`config.mk`:
```
export PLATFORM = sky130hd
export DESIGN_NAME = seg7_scan_driver_flat
export DESIGN_NICKNAME = d
export VERILOG_FILES = /design/src/rtl/seg7_pkg.sv /design/src/rtl/seg7_scan_driver_if.sv /design/src/rtl/seg7_decode.sv /design/src/rtl/seg7_scan_driver.sv /design/src/flat_wrapper.sv
export SDC_FILE = /design/constraint.sdc
export NUM_CORES = 1
export LEC_CHECK = 0
export ABC_AREA = 0
export CORE_MARGIN = 8
export CORE_UTILIZATION = 58
export CTS_CLUSTER_SIZE = 8
export DETAILED_ROUTE_END_ITERATION = 10
export PLACE_DENSITY = 0.95
export SKIP_LAST_GASP = 1
export SLEW_MARGIN = 40
export SYNTH_ARGS = -nofsm -noshare
export SYNTH_HDL_FRONTEND = slang
export SYNTH_HIERARCHICAL = 1
export SYNTH_SLANG_ARGS = --single-unit
```
`constraint.sdc`:
```
create_clock -name clk -period 6.1 [get_ports clk]
set_input_delay 0.915 -clock clk [delete_from_list [all_inputs] [get_ports clk]]
set_output_delay 0.915 -clock clk [all_outputs]
set_load 0.02 [all_outputs]
```
`src/rtl/seg7_pkg.sv`:
```
`default_nettype none
// +--------------------------------------------------------------------+
// | seg7_pkg                                                            |
// | Shared segment type, glyph constants and digit-count limits.        |
// | Revision: 1.0                                                       |
// +--------------------------------------------------------------------+
package seg7_pkg;

   // Index 0 = segment a; all patterns are active low.
   typedef logic [0:6] seg7_t;

   localparam seg7_t SEG_BLANK = 7'b1111111;

   localparam seg7_t SEG_0 = 7'b0000001;
   localparam seg7_t SEG_1 = 7'b1001111;
   localparam seg7_t SEG_2 = 7'b0010010;
   localparam seg7_t SEG_3 = 7'b0000110;
   localparam seg7_t SEG_4 = 7'b1001100;
   localparam seg7_t SEG_5 = 7'b0100100;
   localparam seg7_t SEG_6 = 7'b0100000;
   localparam seg7_t SEG_7 = 7'b0001111;
   localparam seg7_t SEG_8 = 7'b0000000;
   localparam seg7_t SEG_9 = 7'b0000100;
   localparam seg7_t SEG_A = 7'b0001000;
   localparam seg7_t SEG_B = 7'b1100000;
   localparam seg7_t SEG_C = 7'b0110001;
   localparam seg7_t SEG_D = 7'b1000010;
   localparam seg7_t SEG_E = 7'b0110000;
   localparam seg7_t SEG_F = 7'b0111000;

   localparam int DIGITS_MIN = 1;
   localparam int DIGITS_MAX = 8;

endpackage
`default_nettype wire

```
`src/rtl/seg7_scan_driver_if.sv`:
```
`default_nettype none
// +--------------------------------------------------------------------+
// | seg7_scan_driver_if                                                 |
// | Load port from the datapath plus the display pin group.             |
// | Revision: 1.0                                                       |
// +--------------------------------------------------------------------+
interface seg7_scan_driver_if
   import seg7_pkg::*;
#(
   parameter int DIGITS = 4
);
   logic                  load;
   logic [4*DIGITS-1:0]   value_in;
   logic [DIGITS-1:0]     dp_in;
   logic                  lzb_in;
   seg7_t                 seg;
   logic                  dp_n;
   logic [DIGITS-1:0]     an;

   modport master (
      output load, value_in, dp_in, lzb_in,
      input  seg, dp_n, an
   );

   modport slave (
      input  load, value_in, dp_in, lzb_in,
      output seg, dp_n, an
   );
endinterface
`default_nettype wire

```
`src/rtl/seg7_decode.sv`:
```
`default_nettype none
// +--------------------------------------------------------------------+
// | seg7_decode                                                         |
// | Nibble to active-low a..g; hex glyphs only when SEG7_HEX_EN is set. |
// | Revision: 1.0                                                       |
// +--------------------------------------------------------------------+
module seg7_decode
   import seg7_pkg::*;
(
   input  wire logic [3:0] nibble,
   output seg7_t           seg,
   output logic            blank
);
   always_comb begin
      seg   = SEG_BLANK;
      blank = 1'b0;
      case (nibble)
         4'd0:    seg = SEG_0;
         4'd1:    seg = SEG_1;
         4'd2:    seg = SEG_2;
         4'd3:    seg = SEG_3;
         4'd4:    seg = SEG_4;
         4'd5:    seg = SEG_5;
         4'd6:    seg = SEG_6;
         4'd7:    seg = SEG_7;
         4'd8:    seg = SEG_8;
         4'd9:    seg = SEG_9;
`ifdef SEG7_HEX_EN
         4'd10:   seg = SEG_A;
         4'd11:   seg = SEG_B;
         4'd12:   seg = SEG_C;
         4'd13:   seg = SEG_D;
         4'd14:   seg = SEG_E;
         default: seg = SEG_F;
`else
         // Non-decimal values render dark, decimal point included.
         default: blank = 1'b1;
`endif
      endcase
   end
endmodule
`default_nettype wire

```
`src/rtl/seg7_scan_driver.sv`:
```
`default_nettype none
// +--------------------------------------------------------------------+
// | seg7_scan_driver                                                    |
// | Multiplexed common-anode digit scanner with LZ blanking and guard.  |
// | Optional hex glyphs: define SEG7_HEX_EN.                            |
// | Revision: 1.0                                                       |
// +--------------------------------------------------------------------+
module seg7_scan_driver
   import seg7_pkg::*;
#(
   parameter int DIGITS   = 4,
   parameter int SCAN_DIV = 50000,
   parameter int GUARD    = 16
)(
   input  wire logic         clk,
   input  wire logic         rst_n,
   seg7_scan_driver_if.slave bus
);
   localparam int CNT_W = (SCAN_DIV > 1) ? $clog2(SCAN_DIV) : 1;
   localparam int IDX_W = (DIGITS > 1) ? $clog2(DIGITS) : 1;
   localparam logic [CNT_W-1:0] CNT_LAST  = CNT_W'(SCAN_DIV - 1);
   localparam logic [IDX_W-1:0] IDX_LAST  = IDX_W'(DIGITS - 1);
   localparam int unsigned      ON_CYCLES = SCAN_DIV - GUARD;

   generate
      if (DIGITS < DIGITS_MIN || DIGITS > DIGITS_MAX) begin : g_bad_digits
         $error("seg7_scan_driver: DIGITS out of range");
      end
      if (SCAN_DIV < 2 || GUARD < 0 || GUARD >= SCAN_DIV) begin : g_bad_timing
         $error("seg7_scan_driver: SCAN_DIV/GUARD out of range");
      end
   endgenerate

   logic [CNT_W-1:0]    cnt;
   logic [IDX_W-1:0]    idx;
   logic [4*DIGITS-1:0] val_q;
   logic [DIGITS-1:0]   dp_q;
   logic                lzb_q;

   logic [DIGITS-1:0]   lz_mask;
   logic                zero_run;
   logic [3:0]          nib;
   logic                dp_cur;
   logic                lz_cur;
   logic                an_on;
   logic [DIGITS-1:0]   an_next;
   seg7_t               dec_seg;
   logic                dec_blank;

   seg7_t               seg_q;
   logic                dp_n_q;
   logic [DIGITS-1:0]   an_q;

   always_ff @(posedge clk or negedge rst_n) begin
      if (!rst_n) begin
         cnt <= '0;
         idx <= '0;
      end else if (cnt == CNT_LAST) begin
         cnt <= '0;
         idx <= (idx == IDX_LAST) ? '0 : idx + 1'b1;
      end else begin
         cnt <= cnt + 1'b1;
      end
   end

   always_ff @(posedge clk or negedge rst_n) begin
      if (!rst_n) begin
         val_q <= '0;
         dp_q  <= '0;
         lzb_q <= 1'b0;
      end else if (bus.load) begin
         val_q <= bus.value_in;
         dp_q  <= bus.dp_in;
         lzb_q <= bus.lzb_in;
      end
   end

   // Walk down from the top digit; a digit is blank while all above it are zero.
   always_comb begin
      zero_run = 1'b1;
      lz_mask  = '0;
      for (int k = DIGITS - 1; k > 0; k--) begin
         zero_run   = zero_run && (val_q[4*k +: 4] == 4'd0);
         lz_mask[k] = lzb_q && zero_run;
      end
   end

   always_comb begin
      nib    = 4'd0;
      dp_cur = 1'b0;
      lz_cur = 1'b0;
      for (int k = 0; k < DIGITS; k++) begin
         if (idx == IDX_W'(k)) begin
            nib    = val_q[4*k +: 4];
            dp_cur = dp_q[k];
            lz_cur = lz_mask[k];
         end
      end
   end

   always_comb begin
      an_on = (32'(cnt) < ON_CYCLES);
      for (int k = 0; k < DIGITS; k++) begin
         an_next[k] = !(an_on && (idx == IDX_W'(k)));
      end
   end

   seg7_decode u_decode (
      .nibble (nib),
      .seg    (dec_seg),
      .blank  (dec_blank)
   );

   always_ff @(posedge clk or negedge rst_n) begin
      if (!rst_n) begin
         seg_q  <= SEG_BLANK;
         dp_n_q <= 1'b1;
         an_q   <= '1;
      end else begin
         if (lz_cur || dec_blank) begin
            seg_q  <= SEG_BLANK;
            dp_n_q <= 1'b1;
         end else begin
            seg_q  <= dec_seg;
            dp_n_q <= ~dp_cur;
         end
         an_q <= an_next;
      end
   end

   assign bus.seg  = seg_q;
   assign bus.dp_n = dp_n_q;
   assign bus.an   = an_q;
endmodule
`default_nettype wire

```
`src/flat_wrapper.sv`:
```
// flat-port wrapper written by rule: the top's interface ports become plain ports
module seg7_scan_driver_flat import seg7_pkg::*;
#(
   parameter int DIGITS   = 4,
   parameter int SCAN_DIV = 50000,
   parameter int GUARD    = 16
)
  (clk, rst_n, bus_load, bus_value_in, bus_dp_in, bus_lzb_in, bus_seg, bus_dp_n, bus_an);
  seg7_scan_driver_if #(.DIGITS(DIGITS)) bus_i ();
  input  wire logic clk;
  input  wire logic rst_n;
  input wire logic [$bits(bus_i.load)-1:0] bus_load;
  input wire logic [$bits(bus_i.value_in)-1:0] bus_value_in;
  input wire logic [$bits(bus_i.dp_in)-1:0] bus_dp_in;
  input wire logic [$bits(bus_i.lzb_in)-1:0] bus_lzb_in;
  output wire logic [$bits(bus_i.seg)-1:0] bus_seg;
  output wire logic [$bits(bus_i.dp_n)-1:0] bus_dp_n;
  output wire logic [$bits(bus_i.an)-1:0] bus_an;
  assign bus_i.load = bus_load;
  assign bus_i.value_in = bus_value_in;
  assign bus_i.dp_in = bus_dp_in;
  assign bus_i.lzb_in = bus_lzb_in;
  assign bus_seg = bus_i.seg;
  assign bus_dp_n = bus_i.dp_n;
  assign bus_an = bus_i.an;
  seg7_scan_driver #(.DIGITS(DIGITS), .SCAN_DIV(SCAN_DIV), .GUARD(GUARD)) u_core (.clk(clk), .rst_n(rst_n), .bus(bus_i));
endmodule
```
==> flow_summary.json, run 1 <==
{
  "rsz0062_at_grt": "no",
  "drt_first_pass_iters": 4,
  "cap_violations": 0,
  "critical-path-top-delay-family": "compound AO/OA/AOI/OAI gates",
  "p_comb_share_pct": 13.6,
  "drive_gt1_share_pct": 24.4,
  "path_buf_inv": 2,
  "crit_path_frequent_cell": "inv_1",
  "num_rows": 23,
  "clkTransAtPathRegs_ns": 0.09,
  "dieArea_um2": 6530,
  "pin_count": 36,
  "vias": 1721,
  "pwr-share-seq_pct": 50.5,
  "powerDensity_nw_per_um2": 256,
  "grt_overflow": 0,
  "intPower_uw": 585,
  "syn2layout_area_growth_pct": 20.6,
  "whs_endpoint": "u_core/cnt[0]$_DFF_PN0_",
  "viasPerCell": 5.89,
  "wl_per_cell_um": 17.5,
  "synthDistinctLibCells": 48,
  "hold_viol": 0,
  "hold_path.class": "register to register",
  "async_reset_ff_share_pct": 100,
  "grt_util_all_layers_pct": 16.7,
  "r2r_slack_ns": 3.41,
  "syn_nets": 237,
  "power_uw": 753,
  "grt_pass1_vias": 1712,
  "cts.sinks": 51,
  "routed_wl_um": 5120,
  "min_from": "u_core/cnt[0]$_DFF_PN0_",
  "grt_max_degree": 52,
  "nFillCells": 270,
  "synth-edff-count": 0,
  "reg2reg_from": "u_core/idx[0]$_DFFE_PN0N_",
  "drv_slew": 0,
  "synth_most_common_cell": "dfrtp_1",
  "crit_path_end_kind": "register",
  "peakVddDrop_mv": 0.179,
  "place_ws_ns": 3.40,
  "path_max_fanout": 11,
  "multi_input_area_um2": 1090,
  "max_freq_mhz": 372,
  "utilization_pct": 72.9,
  "drt_iter0_markers": 125,
  "p_sw_uw": 168,
  "status": "finished clean",
  "syn_inst": 208,
  "p_sw_share_pct": 22.3,
  "r2r_cells": 8,
  "slowest_stage": "o21ai_0",
  "finalSetupTns_ns": 0,
  "p_leak_nw": 1.20,
  "path_cells": "inv_1 > ha_1 > nor2b_2 > a221oi_1 > o31ai_2 > o21ai_0 > inv_1 > or3_1",
  "clkPwrFrac_pct": 35.8,
  "post-cts-setup-buffers": 0,
  "slowest_delay_ns": 0.45,
  "dp_cells": 284,
  "fin_cells": 292,
  "worstSetupStartpointType": "register",
  "nets": 270,
  "antenna_found_initial": 0,
  "slew-limit-headroom_pct": 51.6,
  "ctsLongestPathBuffers": 2,
  "timing.rr.end": "u_core/bus.dp_n$_DFF_PN1_",
  "grt_pass1_wl_um": 8420,
  "min_period_ns": 2.69,
  "post-route-period-util_pct": 44.1,
  "seqCellArea_um2": 1290,
  "avgSynthCellArea_um2": 11.7,
  "root_buffer": "clkbuf_8",
  "dieWidth_um": 80.8,
  "cts_max_level": 2,
  "cp_data_required_time_ns": 6.33,
  "finalClockSkew_ns": 0.00728,
  "final.setup.worst_slack_ns": 3.41,
  "ys_seq_area_share_pct": 53.0,
  "place_congestion": 0.859,
  "cts_tree": "done",
  "synth_ff_type": "dfrtp_1",
  "fp.coreArea_um2": 4030,
  "final-setup-viol-count": 0,
  "synth.area.top_cells": "dfrtp_1 (40%), dfstp_2 (13%), mux2_2 (9.2%), xnor2_1 (3.6%), ha_1 (2.6%)",
  "crit_type": "register to register",
  "drcViolationCount": 0,
  "max_slew.worst_pin.slew_ns": 0.721,
  "synth_area_um2": 2440,
  "die-height_um": 80.8,
  "cts_made_buffers": 5,
  "num_antenna_cells": 0,
  "yosysTopAreaCellShare_pct": 40.1,
  "cp_num_cells": 8,
  "ant_nets": 0,
  "min_path_cells": 1,
  "synth_largest_area_cell": "dfrtp_1",
  "ctsHoldBuffers": 0,
  "clock_latency_ns": 0.30,
  "critPathLaunch": "u_core/idx[0]$_DFFE_PN0N_",
  "start_util_pct": 60.5,
  "io_buffers": 35,
  "ys_warn_count": 6,
  "synthTopCellsByCount": "dfrtp_1 (39), mux2_2 (20), nand2_1 (15), nor2_1 (15), dfstp_2 (12)",
  "synth-seq-cells": 51,
  "hpwlAfterDp_um": 3460,
  "cts_resized": 0,
  "arrival_ns": 2.92
}
## routing by layer
metal / routed length, um / vias up / global-route usage (%)
li1: - / 800 / -
met1: 2160 / 860 / 21.7
met2: 2580 / 53 / 26.1
met3: 272 / 8 / 3.86
met4: 97 / 0 / 7.32
met5: 0 / - / 0
## cells in the final DEF (no fill, tap or decap), types with 2 or more instances in the layout
| cell | n |
|---|---|
| dfrtp_1 | 39 |
| inv_1 | 6 |
| o21ai_0 | 3 |
| a21oi_1 | 4 |
| clkbuf_8 | 5 |
| dfstp_2 | 12 |
| xnor2_1 | 10 |
| clkdlybuf4s50_1 | 33 |
| nand2_1 | 15 |
| ha_1 | 5 |
| o22a_2 | 2 |
| nand4_1 | 5 |
| xor2_1 | 4 |
| nor2b_1 | 5 |
| nor4_1 | 4 |
| nor3b_1 | 2 |
| mux2_2 | 20 |
| nor2_1 | 15 |
| nand3_1 | 7 |
| o31ai_2 | 3 |
| a221oi_1 | 3 |
| nor3_1 | 3 |
| bufinv_16 | 2 |
| or3_1 | 8 |
## state kept, by name (all words and copies together), names as in the netlist
name and count:
u_core/cnt 16, u_core/val_q 16, u_core/idx 2, u_core/bus.an 4, u_core/lzb_q 1, u_core/dp_q 4
u_core/bus.seg 7, u_core/bus.dp_n 1
## cell type report
| class | instances | area share, % |
|---|---|---|
| clock buffers | 6 | 2.47 |
| clock inverters | 2 | 2.04 |
| inverters | 6 | 0.767 |
| multi-input cells | 142 | 37.0 |
| flip-flops and latches | 51 | 44.0 |
| well taps | 50 | 2.13 |
| repair buffers | 35 | 11.7 |
## cells by family after synthesis
family	share of synthesized area, %
XOR/XNOR	5.03
flip-flops	53.0
buffers and inverters	3.03
AND/OR/NAND/NOR	19.0
multiplexers	9.71
AO/OA/AOI/OAI	7.70
adder cells (fa/ha/maj)	2.57
## worst max path at each step
stage	to
2_1_floorplan	u_core/bus.seg[5]$_DFF_PN1_
3_3_place_gp	u_core/bus.seg[1]$_DFF_PN1_
3_5_place_dp	u_core/bus.seg[1]$_DFF_PN1_
4_1_cts	u_core/bus.dp_n$_DFF_PN1_
5_1_grt	u_core/bus.seg[1]$_DFF_PN1_
6_report	u_core/bus.dp_n$_DFF_PN1_
## power by group through the flow
stage | Combinational, mW | Sequential [mW] | Clock (mW)
2_1_floorplan | 0.0465 | 0.394 | 0
4_1_cts | 0.103 | 0.381 | 0.276
5_1_grt | 0.111 | 0.383 | 0.290
3_3_place_gp | 0.0976 | 0.385 | 0
6_report | 0.103 | 0.380 | 0.270
3_5_place_dp | 0.101 | 0.387 | 0
## through the flow
stage,area (um^2),hold slack (ns)
after floorplan,2440,0.452
after global placement,2790,0.471
after detailed placement,2800,0.478
after CTS,2930,0.513
after global routing,2940,0.533
final,2940,0.511
Note: power is estimated with default switching activity, not from simulation.
==> run 2, diff against run 1 <==
--- a/config.mk
+++ b/config.mk
@@ -7,10 +7,10 @@
 export LEC_CHECK = 0
 export ABC_AREA = 0
 export CORE_MARGIN = 8
-export CORE_UTILIZATION = 58
+export CORE_UTILIZATION = 48
 export CTS_CLUSTER_SIZE = 8
 export DETAILED_ROUTE_END_ITERATION = 10
-export PLACE_DENSITY = 0.95
+export PLACE_DENSITY = 0.86
 export SKIP_LAST_GASP = 1
 export SLEW_MARGIN = 40
 export SYNTH_ARGS = -nofsm -noshare
==> constraint.sdc (replaced) <==
create_clock -name clk -period 2.39 [get_ports clk]
set_input_delay 0.3585 -clock clk [delete_from_list [all_inputs] [get_ports clk]]
set_output_delay 0.3585 -clock clk [all_outputs]
set_load 0.02 [all_outputs]
==> run 2 against run 1 <==
Compared with the run above: flip-flop and latch count unchanged; core utilization down 8.8 points; cell count up 14%; clock-buffer cell count down 1; register-to-register slack worse by 3.4 ns; non-clock buffer count up 21; sequential share of layout area down 3.7 points; clock power up 120%; cell area up 9.3%; worst setup slack worse by 3.4 ns; total power up 150%; largest cell class unchanged; largest power group unchanged.
==> flow_summary.json, run 2 (synthesized netlist as in run 1, its figures left out) <==
{
  "syn2layout_area_growth_pct": 31.8,
  "post-route-period-util_pct": 98.7,
  "pin_count": 36,
  "viasPerCell": 5.45,
  "worstSetupStartpointType": "register",
  "intPower_mw": 1.42,
  "dieWidth_um": 87.2,
  "p_leak_nw": 1.32,
  "peakVddDrop_mv": 0.429,
  "nFillCells": 390,
  "final_common_cell": "dfrtp_1",
  "drv_slew": 0,
  "drcViolationCount": 0,
  "p_sw_uw": 457,
  "grt_pass1_vias": 1741,
  "clock_latency_ns": 0.31,
  "io_buffers": 35,
  "pwr-share-seq_pct": 52.1,
  "hold_path.class": "primary input to async pin",
  "cp_data_required_time_ns": 2.63,
  "nets": 292,
  "crit_type": "register to register",
  "max_slew.worst_pin.slew_ns": 0.478,
  "finalClockSkew_ns": 0.00671,
  "cts_max_level": 2,
  "die-height_um": 87.2,
  "root_buffer": "clkbuf_8",
  "num_rows": 26,
  "place_congestion": 0.874,
  "seqCellArea_um2": 1290,
  "num_antenna_cells": 0,
  "final-setup-viol-count": 0,
  "fp.coreArea_um2": 5010,
  "drt_first_pass_iters": 4,
  "clkPwrFrac_pct": 31.7,
  "grt_max_degree": 42,
  "ant_nets": 0,
  "power_mw": 1.87,
  "hpwlAfterDp_um": 3620,
  "utilization_pct": 64.1,
  "finalSetupTns_ns": 0,
  "slew-limit-headroom_pct": 67.9,
  "min_period_ns": 2.36,
  "cts_made_buffers": 5,
  "p_sw_share_pct": 24.4,
  "multi_input_area_um2": 1180,
  "grt_overflow": 0,
  "cap_violations": 0,
  "grt_util_all_layers_pct": 13.5,
  "path_max_fanout": 6,
  "start_util_pct": 48.6,
  "status": "finished clean",
  "drive_gt1_share_pct": 34.1,
  "p_comb_share_pct": 16.2,
  "hold_viol": 0,
  "clkTransAtPathRegs_ns": 0.09,
  "dieArea_um2": 7610,
  "drt_iter0_markers": 115,
  "max_freq_mhz": 424,
  "powerDensity_nw_per_um2": 583,
  "wl_per_cell_um": 16.5,
  "ctsLongestPathBuffers": 2,
  "routed_wl_um": 5520,
  "layout_common_cells": "dfrtp_1 (39), clkdlybuf4s50_1 (34), buf_4 (21)",
  "cts_tree": "done",
  "crit_path_end_kind": "register",
  "grt_pass1_wl_um": 8040,
  "cts.sinks": 51,
  "vias": 1819,
  "antenna_found_initial": 0,
  "arrival_ns": 2.60
}
run 2: path summary, 6_finish.rpt:
kind                                            from                           to  slack (ns)  cells after the start
min in group clk             u_core/cnt[0]$_DFF_PN0_      u_core/cnt[0]$_DFF_PN0_        0.51                      1
hold / removal                                 rst_n   u_core/dp_q[0]$_DFFE_PN0P_       0.009                      1
max in group asynchronous                      rst_n     u_core/lzb_q$_DFFE_PN0P_        1.85                      2
hold reg to reg              u_core/cnt[0]$_DFF_PN0_      u_core/cnt[0]$_DFF_PN0_        0.51                      1
setup reg to reg           u_core/idx[1]$_DFFE_PN0N_  u_core/bus.seg[1]$_DFF_PN1_        0.03                     11
setup / recovery           u_core/idx[1]$_DFFE_PN0N_  u_core/bus.seg[1]$_DFF_PN1_        0.03                     11
run 2: per-stage QoR:
step | cell area [um^2] | instances | hold slack, ns | setup slack (ns)
after detailed placement | 2950 | 322 | 0.493 | -0.209
after CTS | 3080 | 330 | 0.177 | 0.00545
final | 3210 | 334 | 0.00938 | 0.0301
after floorplan | 2440 | 208 | 0.0629 | 0.0858
after global routing | 3210 | 334 | 0.0453 | -0.113
after global placement | 2950 | 322 | 0.476 | -0.0452
run 2: routing by layer:
| layer | vias up | share of wire, % | GRT usage [%] |
|---|---|---|---|
| met5 | - | 0 | 0 |
| met4 | 0 | 1.9 | 4.84 |
| met3 | 12 | 4.9 | 3.02 |
| met2 | 58 | 49 | 22.2 |
| met1 | 902 | 44 | 16.8 |
| li1 | 847 | - | - |
run 2: repair_timing:
item                       CTS  global route
pin swaps                    0             2
setup buffers                0             3
resized for setup            3            18
hold buffers                 0             0
hold endpoints to repair     0             0
setup endpoints to repair    8             8
cloned                       0             1
run 2: critical path: stages (launching register included):
cell and delay (ns):
dfrtp_1 0.40, inv_1 0.09, ha_2 0.23, buf_4 0.19
nand2_1 0.07, a21oi_1 0.12, a21oi_1 0.06, o21ai_2 0.23
buf_4 0.17, nand2b_1 0.05, a221o_2 0.34, or3_1 0.35
run 2: cell type report:
type                    instances  share of cell area (%)
clock buffers                   5                    2.14
clock inverters                 3                    1.36
inverters                       6                   0.818
multi-input cells             143                    36.9
flip-flops and latches         51                    40.2
well taps                      70                    2.73
repair buffers                 56                    15.9
run 2: power groups by stage:
stage / registers [mW] / clock network (mW) / logic, mW
6_report: 0.977 / 0.594 / 0.303
5_1_grt: 0.982 / 0.644 / 0.325
4_1_cts: 0.969 / 0.605 / 0.278
3_5_place_dp: 0.986 / 0 / 0.274
3_3_place_gp: 0.983 / 0 / 0.267
2_1_floorplan: 1.00 / 0 / 0.119
